==> src/rtl/trace_capture_buffer.sv <==
// Circular trace buffer: records PC / register-write / control-state samples and
// freezes POST_TRIG samples after a PC match. Optional macro TRACE_TIMESTAMP_EN appends a timestamp.
module trace_capture_buffer #(
    parameter int DATA_W    = 16,
    parameter int DEPTH     = 32,
    parameter int ADDR_W    = 5,
    parameter int STATE_W   = 5,
    parameter int POST_TRIG = 8,
`ifdef TRACE_TIMESTAMP_EN
    localparam int TS_W     = 16,
`else
    localparam int TS_W     = 0,
`endif
    localparam int ENTRY_W  = 2*DATA_W + STATE_W + 4 + TS_W
) (
    input  logic               clock,
    input  logic               reset,
    input  logic               arm,
    input  logic [DATA_W-1:0]  trig_pc,
    input  logic               sample_valid,
    input  logic [DATA_W-1:0]  pc,
    input  logic [STATE_W-1:0] state,
    input  logic               reg_write,
    input  logic [2:0]         write_reg,
    input  logic [DATA_W-1:0]  write_data,
    input  logic               rd_en,
    input  logic [ADDR_W-1:0]  rd_addr,
    output logic [ENTRY_W-1:0] rd_data,
    output logic               rd_valid,
    output logic               armed,
    output logic               triggered,
    output logic               done,
    output logic [ADDR_W:0]    count
);

    if (POST_TRIG > DEPTH - 1) begin : g_bad_post_trig
        $error("POST_TRIG must be <= DEPTH-1");
    end
    if (DEPTH != (1 << ADDR_W) || DEPTH < 4) begin : g_bad_depth
        $error("DEPTH must equal 2**ADDR_W and be >= 4");
    end

    typedef enum logic [1:0] {IDLE, ARMED, POST, DONE} fsm_t;

    fsm_t               fsm_q, fsm_nxt;
    logic [ADDR_W-1:0]  wr_ptr;
    logic [ADDR_W-1:0]  post_cnt;
    logic               do_write, do_clear, load_post, dec_post;
    logic [ENTRY_W-1:0] mem [DEPTH];
    logic [ENTRY_W-1:0] wr_entry;
    logic [ADDR_W-1:0]  rd_idx;
    logic               rd_in_range;

`ifdef TRACE_TIMESTAMP_EN
    logic [TS_W-1:0] ts_q;

    // Free-running; restarts at arm so stored stamps are cycles since capture start.
    always_ff @(posedge clock) begin
        if (reset || do_clear) ts_q <= '0;
        else                   ts_q <= ts_q + 1'b1;
    end

    assign wr_entry = {pc, state, reg_write, write_reg, write_data, ts_q};
`else
    assign wr_entry = {pc, state, reg_write, write_reg, write_data};
`endif

    // arm is honoured in every state and always beats a same-cycle sample/trigger.
    always_comb begin
        fsm_nxt   = fsm_q;
        do_write  = 1'b0;
        do_clear  = 1'b0;
        load_post = 1'b0;
        dec_post  = 1'b0;
        if (arm) begin
            do_clear = 1'b1;
            fsm_nxt  = ARMED;
        end else begin
            case (fsm_q)
                ARMED: if (sample_valid) begin
                    do_write = 1'b1;
                    if (pc == trig_pc) begin
                        load_post = 1'b1;
                        fsm_nxt   = (POST_TRIG == 0) ? DONE : POST;
                    end
                end
                POST: if (sample_valid) begin
                    do_write = 1'b1;
                    dec_post = 1'b1;
                    if (post_cnt == ADDR_W'(1)) fsm_nxt = DONE;
                end
                default: ;
            endcase
        end
    end

    always_ff @(posedge clock) begin
        if (reset) begin
            fsm_q     <= IDLE;
            wr_ptr    <= '0;
            count     <= '0;
            post_cnt  <= '0;
            triggered <= 1'b0;
            done      <= 1'b0;
        end else begin
            fsm_q <= fsm_nxt;
            done  <= (fsm_nxt == DONE);
            if (do_clear) begin
                wr_ptr    <= '0;
                count     <= '0;
                post_cnt  <= '0;
                triggered <= 1'b0;
            end else begin
                if (do_write) begin
                    wr_ptr <= wr_ptr + 1'b1;
                    if (count != (ADDR_W+1)'(DEPTH)) count <= count + 1'b1;
                end
                if (load_post) begin
                    post_cnt  <= ADDR_W'(POST_TRIG);
                    triggered <= 1'b1;
                end else if (dec_post) begin
                    post_cnt <= post_cnt - 1'b1;
                end
            end
        end
    end

    assign armed = (fsm_q == ARMED) || (fsm_q == POST);

    // Storage has no reset; writes are blocked while reset is held.
    always_ff @(posedge clock) begin
        if (do_write && !reset) mem[wr_ptr] <= wr_entry;
    end

    // rd_addr is relative to the oldest entry; when full, oldest sits at wr_ptr.
    assign rd_idx      = wr_ptr - count[ADDR_W-1:0] + rd_addr;
    assign rd_in_range = {1'b0, rd_addr} < count;

    always_ff @(posedge clock) begin
        if (reset) begin
            rd_valid <= 1'b0;
            rd_data  <= '0;
        end else begin
            rd_valid <= rd_en;
            if (rd_en) rd_data <= rd_in_range ? mem[rd_idx] : '0;
        end
    end

endmodule

==> config.mk <==
export PLATFORM = sky130hd
export DESIGN_NAME = trace_capture_buffer
export DESIGN_NICKNAME = d
export VERILOG_FILES = /design/src/rtl/trace_capture_buffer.sv
export SDC_FILE = /design/constraint.sdc
export NUM_CORES = 1
export LEC_CHECK = 0
export CORE_AREA = 8 8 335 337
export DETAILED_ROUTE_END_ITERATION = 6
export DIE_AREA = 0 0 343 345
export PLACE_DENSITY = 0.62
export SYNTH_ARGS = -nofsm -noshare
export SYNTH_HDL_FRONTEND = slang
export SYNTH_SLANG_ARGS = --single-unit
==> constraint.sdc <==
create_clock -name clock -period 11.3 [get_ports clock]
set_input_delay 1.695 -clock clock [delete_from_list [all_inputs] [get_ports clock]]
set_output_delay 1.695 -clock clock [all_outputs]
set_load 0.01 [all_outputs]
== Word-level counts from Yosys, hierarchy flattened ==
Memory sizes are Yosys's and may differ from the RTL's.
Cells that the tools add are included.
Cells by class
  add/sub/neg operators: 5
  order comparisons: 1
  equal/unequal tests: 6
  multiplexer cells: 21
  reductions and logical operators: 8
Operators with widths (number)
  $mux 41: 1
  $eq 16x16->1: 1
  $mux 1: 12
  $mux 2: 5
  $mux 4: 2
  $add 6x1->6 const B: 1
  $lt 5x6->1: 1
  $ne 6x6->1 const B: 1
  $add 5x1->5 const B: 1
  $add 5x5->5: 1
  $eq 5x1->1 const B: 1
  $sub 5x1->5 const B: 1
  $sub 5x5->5: 1
  $eq 2x2->1 const B: 2
  $pmux 2 s2: 1
  $reduce_or 2->1: 2
  $reduce_or 3->1: 1
  $eq 2x1->1 const B: 1
  $reduce_and 2->1: 1
  $reduce_bool 2->1: 1
  $logic_and 1x1->1: 1
  $logic_not 1->1: 1
  $logic_or 1x1->1: 1
Storage, ports and cells
  bits in registers: 62
  memory bits (writable): 1312
  input port bits: 67
  logic and storage cells: 51
  memories: 1
Memories
  mem: words 32, width 41, rd ports 1, clocked after memory_dff 0, write ports 1, line 49  | logic [ENTRY_W-1:0] mem [DEPTH];

== Depth between registers and ports, before layout ==
Gate-level depths: netlist (run 1).
  word-level depth: 7
  gate-level depth with buffers: 14

== Least setup slack after synthesis (run 1) ==
OpenSTA, ideal clock, no wires.
  kind: input port to flip-flop
  start: in arm
  end: mem mem[22][0] (netlist name), enable pin
  setup time: 440 ps
  data arrival time: 4189 ps
  data required time: 10860 ps
  setup slack: 6672 ps
  cell stages on the path: 5
  buffers on the path: 1
  cell sequence: inv_1 > and3_1 > clkbuf_1 > nand2_1 > nor2_1
On the way
  word-level cells in the longest chain between the ends: 4
RTL lines
  start: declaration: line 18  | input logic arm,
  $mux 1: line 75  | if (arm) begin
  $logic_and 1x1->1: line 132  | if (do_write && !reset) mem[wr_ptr] <= wr_entry;
  $mux 1: line 132
  $mux 1 (implied by the code): line 132
  end: declaration: line 49
No other way between the ends.

== Worst setup path in the final report (run 1) ==
  start: in rd_addr[2]
  end: reg rd_data[36]
On the way
  word-level cells in the longest chain between the ends: 3
RTL lines
  start: declaration: line 27  | input logic [ADDR_W-1:0] rd_addr,
  $add 5x5->5: line 136  | assign rd_idx = wr_ptr - count[ADDR_W-1:0] + rd_addr;
  $mem_v2 32x41
  $mux 41 *: line 145  | if (rd_en) rd_data <= rd_in_range ? mem[rd_idx] : '0;
  end signal: assignment: line 145
  end: declaration: line 28  | output logic [ENTRY_W-1:0] rd_data,
Mark *: on every way between the ends. The rest lies on a longest branch, timed or not.
A chain may end at the register's enable or synchronous reset.

==> results of run 1 <==
report_power, final:
| part | switching, µW | total, µW | internal [µW] |
|---|---|---|---|
| Combinational | 508 | 828 | 320 |
| Clock | 1880 | 4490 | 2610 |
| Sequential | 16.4 | 5610 | 5590 |
| Total | 2400 | 10900 | 8520 |
flip-flops by register name, indices dropped and copies added (netlist names):
register / flops
count: 6
rd_data: 41
rd_valid: 1
post_cnt: 5
triggered: 1
done: 1
wr_ptr: 5
mem: 1312
fsm_q: 2
logic make-up after synthesis:
group,after synthesis
compound gates,104
xor+xnor,35
buf+inv,183
mux,328
simple gates,677
fa+ha+maj,24
flops,1374
through the flow:
stage / worst slack (ns) / instances
final: 5.84 / 4405
after global routing: 5.71 / 4405
after CTS: 5.90 / 4403
after detailed placement: 5.10 / 4146
after global placement: 5.19 / 4146
after floorplan: 6.67 / 2725
worst max path at each step:
stage | depth (start not counted) | to | start | slack, ns
after global routing | 12 | rd_data[39]$_SDFFE_PP0P_ | rd_addr[2] | 5.71
final | 12 | rd_data[36]$_SDFFE_PP0P_ | rd_addr[2] | 5.84
after global placement | 10 | rd_data[5]$_SDFFE_PP0P_ | rd_addr[1] | 5.19
after detailed placement | 12 | rd_data[36]$_SDFFE_PP0P_ | rd_addr[2] | 5.10
after CTS | 12 | rd_data[36]$_SDFFE_PP0P_ | rd_addr[2] | 5.90
after floorplan | 5 | mem[22][0]$_DFFE_PP_ | arm | 6.67
worst register-to-register path, stage by stage (launching register included):
cell	delay [ns]
dfxtp_1	0.47
inv_1	0.17
fa_1	0.50
inv_1	0.04
ha_1	0.39
nor2b_1	0.17
o21ai_0	0.42
a21o_4	0.57
and2_4	0.49
buf_4	0.82
o211ai_1	0.29
nand3_1	0.16
layer usage:
layer	share of wire (%)	global-route usage (%)
met1	39	29.9
met5	0	0
met2	51	38.4
met4	2.6	6.60
met3	7.3	3.72
final cells by class:
cell class	instances	area [µm²]	share of cell area, %
flip-flops and latches	1374	40600	67.0
multi-input cells	1168	12000	19.8
clock buffers	203	4030	6.65
well taps	1403	1760	2.90
repair buffers	171	1640	2.70
clock inverters	54	438	0.722
inverters	30	113	0.186
diodes	2	5.00	0.00825
cells in the final DEF, fill, tap and decap left out, drive strengths merged, types with 16 or more instances in the layout:
| cell | instances |
|---|---|
| xor2 | 16 |
| edfxtp | 1312 |
| inv | 34 |
| ha | 20 |
| nand4 | 87 |
| clkbuf | 203 |
| mux4 | 328 |
| clkinv | 44 |
| nor2 | 58 |
| xnor2 | 19 |
| nand2 | 468 |
| clkdlybuf4s50 | 117 |
| dfxtp | 62 |
| buf | 54 |
| nand3 | 47 |
| o211ai | 82 |
==> results by group, run 1 <==
Power
  – Static Leakage: 0.0194 µW
  – Total power divided by cell area: 180 nW/µm²
  – Tot Pwr: 10900 µW
  – Worst vdd ir: 0.105 mV

Synthesis
  – FFs w/ async S/R, synth: 0%
  – Top cell type's share of synthesized area: 74.3%
  – Post-synthesis adder-cell area fraction: 0.623%
  – Seq/Total Area, Yosys: 76.6%
  – Post-Syn Instances: 2725
  – Synth Area in Simple Gates: 5.43%
  – Post-Synth XOR/XNOR Area: 0.578%
  – Synth area leaders: edfxtp_1, mux4_2, nand2_1, dfxtp_1, o211ai_1
  – Mapped Area: 53100 µm²
  – EDFF count, synth: 1312
  – Largest family of logic cells by synthesized area: multiplexers
  – Post-Syn Area per Cell: 19.5 µm²
  – Top_reg_cell synth: edfxtp_1
  – Mux contribution to synthesized area: 13.9%
  – Synth cell count leaders: edfxtp_1, nand2_1, mux4_2, nand4_1, o211ai_1
  – Area fraction in compound gates after synthesis: 1.45%
  – Total number of yosys warnings: 0
  – Synth unique cells: 37
  – Synthesized Nets: 2816
  – Largest area contributor in the netlist: edfxtp_1
  – Cell with the most instances after synthesis: edfxtp_1
  – Number of synthesized register bits: 1374

Critical path
  – WS Path Type: in2reg
  – Reg2Reg Depth: 11
  – Crit Path Max Fanout: 58
  – Slowest-stage cell, CP: buf_4
  – Critical-path cell list: clkdlybuf4s50_1 -> inv_1 -> fa_1 -> inv_1 -> ha_1 -> nor2b_1 -> o21ai_0 -> a21o_4 -> and2_4 -> buf_4 -> o211ai_1 -> nand3_1
  – Worst path top cell family by delay: buffers and inverters
  – CP arrival: 6.13 ns
  – Cell with the most instances on the worst path: inv_1
  – Worst R2R Setup Slack: 6.76 ns
  – Crit path capture type: flip-flop
  – Worst Path Buf+Inv: 4
  – Req. time, crit path: 11.97 ns
  – Worst flop-to-flop path endpoint: rd_data[36]$_SDFFE_PP0P_
  – Worst reg2reg path startpoint: wr_ptr[2]$_SDFFE_PP0P_
  – CP peak stage delay: 0.82 ns
  – CP startpoint kind: primary input

Finish
  – Layout cell share with drive strength beyond 1: 20.8%
  – Area Overhead vs Synth: 14.3%
  – Filler cell count in the final layout: 7974
  – Finished Cell Area: 60600 µm²
  – NumNets Final: 2976
  – Fin util: 56.9%

Timing
  – Final setup viols: 0
  – Rel. slew slack: 16.5%
  – Max frequency: 0.183 GHz
  – Slew Limit Fails: 0
  – Post-layout min period: 5.46 ns
  – Crit share post-route: 48.3%
  – Tightest Pin Transition: 1.25 ns
  – Setup TNS Final: 0 ns
  – RSZ-0062 raised after global routing: false
  – Worst Skew: 0.0247 ns
  – Final hold slack: 0.453 ns
  – Hold Violations, Final: 0

Clock network
  – Clock Path Buffers: 3
  – CTS clk-pin slew, worst paths: 0.06 ns
  – CTS buffer count: 140
  – CTS Hold Bufs: 0
  – Quantity of gates resized following cts: 0
  – Clock sink count: 1374
  – CTS root buf: clkbuf_16
  – Setup Buffers After CTS: 0
  – # H-tree levels: 4
  – CTS tree: done
  – Clk_lat worst skew: 0.74 ns

Outcome
  – Status: completed

Flow run
  – Max-Cap Viols: 0

Place
  – IO Port Bufs: 117
  – Final HPWL DP: 62900 µm
  – Gpl congestion: 0.755
  – Placed cell area: 56200 µm²

Route
  – Routed WL: 134000 µm
  – DR vias/cell: 6.12
  – DR pass1 iterations: 6
  – DR iter-0 viols: 3137
  – Post-route DRC: 0
  – Routed WL per cell: 30.4 µm
  – Detail Route Antenna Nets: 0
  – Vias: 26960

Global route
  – Overflow after GRT: 0
  – Gr usage total: 22.5%
  – Largest net degree at the start of global routing: 132
  – First-pass GRT wire length: 193000 µm
  – Initial antenna violation count: 4
  – Via count of the first global-routing pass: 27764

Min path
  – Hold-critical path depth: 2
  – Tightest Hold Check Type: reg2reg
  – Hold path endpoint: triggered$_SDFFE_PP0P_
  – Worst hold path startpoint: triggered$_SDFFE_PP0P_

Floorplanning
  – Core area: 107000 µm²
  – Initial Utilization: 49.8%
  – Die extent in y: 345 µm
  – Die span in x: 343 µm
  – Top Ports: 118
  – Die ar.: 118000 µm²
  – Rows: 120
No activity file was read; power rests on OpenSTA's default activity.
==> inputs of run 2 (changes only) <==
- clock period: 11.3 -> 5.3 ns (I/O delays scaled with it)
==> run 2 against run 1 <==
  * Non-clock buffer count up 51
  * Die area unchanged
  * Critical endpoint is now rd_data[30]$_SDFFE_PP0P_
  * Sequential power rose by 110%
  * Global-route usage is essentially flat
  * Largest power group unchanged
  * Clock skew grew 0.0019 ns
  * First-iteration DRC count decreased by 15%
  * Sequential share of layout area fell by 1.2 points
  * Clock-buffer cell count did not move
  * Critical path depth up 1
  * Hold slack got worse by 0.0026 ns
  * Wire length is 0.47% lower
  * Highest routed layer unchanged
  * Critical path type is now reg2reg
  * Largest cell class unchanged
==> results by group, run 2 (synthesis results as in run 1) <==
Global route
  – Largest net degree at the start of global routing: 87
  – Via count of the first global-routing pass: 28743
  – Gr usage total: 22.5%
  – Overflow after GRT: 0
  – Initial antenna violation count: 3
  – First-pass GRT wire length: 196000 µm

Critical path
  – Req. time, crit path: 5.89 ns
  – Cell with the most instances on the worst path: inv_1
  – Slowest-stage cell, CP: fa_4
  – CP startpoint kind: flip-flop
  – Critical-path cell list: inv_1 -> ha_1 -> inv_1 -> ha_4 -> inv_1 -> fa_4 -> buf_12 -> buf_12 -> mux4_2 -> nand2_1 -> nand2_1 -> o211ai_1 -> nand3_1
  – Crit Path Max Fanout: 32
  – Crit path capture type: flip-flop
  – WS Path Type: reg2reg
  – Worst R2R Setup Slack: 1.64 ns
  – CP arrival: 4.25 ns
  – CP peak stage delay: 0.98 ns

Timing
  – Worst Skew: 0.0266 ns
  – Final setup viols: 0
  – Rel. slew slack: 19.7%
  – Tightest Pin Transition: 1.20 ns
  – Slew Limit Fails: 0
  – RSZ-0062 raised after global routing: false
  – Hold Violations, Final: 0
  – Setup TNS Final: 0 ns
  – Post-layout min period: 3.66 ns
  – Crit share post-route: 69.1%
  – Max frequency: 0.273 GHz

Place
  – IO Port Bufs: 117
  – Gpl congestion: 0.762
  – Final HPWL DP: 71300 µm
  – Placed cell area: 57000 µm²

Clock network
  – CTS buffer count: 143
  – CTS root buf: clkbuf_16
  – CTS clk-pin slew, worst paths: 0.06 ns
  – Clk_lat worst skew: 0.73 ns
  – Clock Path Buffers: 3
  – Quantity of gates resized following cts: 0
  – CTS Hold Bufs: 0
  – Setup Buffers After CTS: 0
  – CTS tree: done
  – # H-tree levels: 4
  – Clock sink count: 1374

Power
  – Logic pwr share: 7.9%
  – Internal power: 18600 µW
  – Sw Ratio: 21.8%
  – Reg power frac: 50.2%
  – Clock power frac: 41.9%
  – Static Leakage: 0.0199 µW
  – Worst vdd ir: 0.301 mV
  – Tot Pwr: 23800 µW
  – Net Switching: 5200 µW
  – Total power divided by cell area: 386 nW/µm²

Route
  – DR pass1 iterations: 5
  – DR iter-0 viols: 2668
  – Routed WL per cell: 29.8 µm
  – Detail Route Antenna Nets: 0
  – Max Used Layer: met4
  – Wl on met1: 54400 µm
  – Vias: 27239
  – Met2 wire len: 66200 µm
  – Met3 WL: 9040 µm
  – Routed WL: 133000 µm
  – DR vias/cell: 6.10
  – Post-route DRC: 0

Finish
  – Max reg flops: 1312
  – Biggest register: mem
  – Largest registers: mem: 1312 flops, rd_data: 41 flops, count: 6 flops
  – Area Overhead vs Synth: 16.3%
  – Finished Cell Area: 61700 µm²
  – NumNets Final: 3030
  – Commonest non-fill, non-tap cell in the layout: edfxtp_1
  – Most frequent cells in the layout: edfxtp_1, nand2_1, mux4_2, clkbuf_16, clkdlybuf4s50_1
  – Layout cell share with drive strength beyond 1: 22.4%

Floorplanning
  – Rows: 120
  – Die extent in y: 345 µm
  – Initial Utilization: 49.8%
  – Top Ports: 118
  – Core area: 107000 µm²
  – Die ar.: 118000 µm²
  – Die span in x: 343 µm

Min path
  – Tightest Hold Check Type: reg2reg

Outcome
  – Status: completed

Flow run
  – Max-Cap Viols: 0
-- run 2: cell types whose count changed in the layout (fill, tap and decap cells not counted) --
cell and change:
clkbuf_1 -7, clkbuf_16 +5, buf_4 +14, inv_6 +1, bufinv_16 +4, buf_12 +37
clkinvlp_4 +2, clkinv_2 -4, clkbuf_8 +2, clkinv_8 -1, clkinv_1 +4, clkinv_4 +1
-- run 2: layout make-up --
| class | instances | area [µm²] |
|---|---|---|
| antenna | 2 | 5.00 |
| inverter | 30 | 113 |
| fill | 7837 | 44900 |
| sequential | 1374 | 40600 |
| multi-input combinational | 1168 | 12000 |
| tap | 1403 | 1760 |
| clock buffer | 203 | 4160 |
| timing repair buffer | 222 | 2480 |
| clock inverter | 61 | 569 |
-- run 2: per-stage QoR --
stage,setup WS [ns],util (%),hold WS (ns),std cells
after floorplan,1.56,-,0.470,2725
after global placement,0.945,53.5,0.444,4197
after detailed placement,0.919,53.5,0.451,4197
after CTS,1.64,57.9,0.460,4461
after global routing,1.47,57.9,0.509,4462
final,1.64,57.9,0.450,4463
-- run 2: power groups by stage --
stage                     clock network (µW)  registers, µW  logic (µW)
after floorplan                            0          12200        1110
after global routing                   10500          11900        2030
after detailed placement                   0          12200        1900
after CTS                              10100          12000        1910
after global placement                     0          12200        1880
final                                   9990          11900        1880
-- run 2: routing by layer --
metal | vias to the layer above | track usage (%)
li1 | 11385 | -
met1 | 14603 | 30.7
met2 | 1040 | 37.3
met3 | 211 | 3.92
met4 | 0 | 6.81
met5 | - | 0
-- run 2: path summary, 6_finish.rpt --
kind | from | to | cells past startpoint
max | wr_ptr[0]$_SDFFE_PP0P_ | rd_data[30]$_SDFFE_PP0P_ | 13
min | triggered$_SDFFE_PP0P_ | triggered$_SDFFE_PP0P_ | 2
max reg2reg | wr_ptr[0]$_SDFFE_PP0P_ | rd_data[30]$_SDFFE_PP0P_ | 13
min reg2reg | triggered$_SDFFE_PP0P_ | triggered$_SDFFE_PP0P_ | 2
-- run 2: worst max-delay path: cells and delay by family, from the launching register on --
family,cells,cell delay (ns)
AND/OR/NAND/NOR,3,0.26
flip-flops,1,0.45
multiplexers,1,0.35
buffers and inverters,5,0.75
adder cells (fa/ha/maj),3,1.40
AO/OA/AOI/OAI,1,0.24
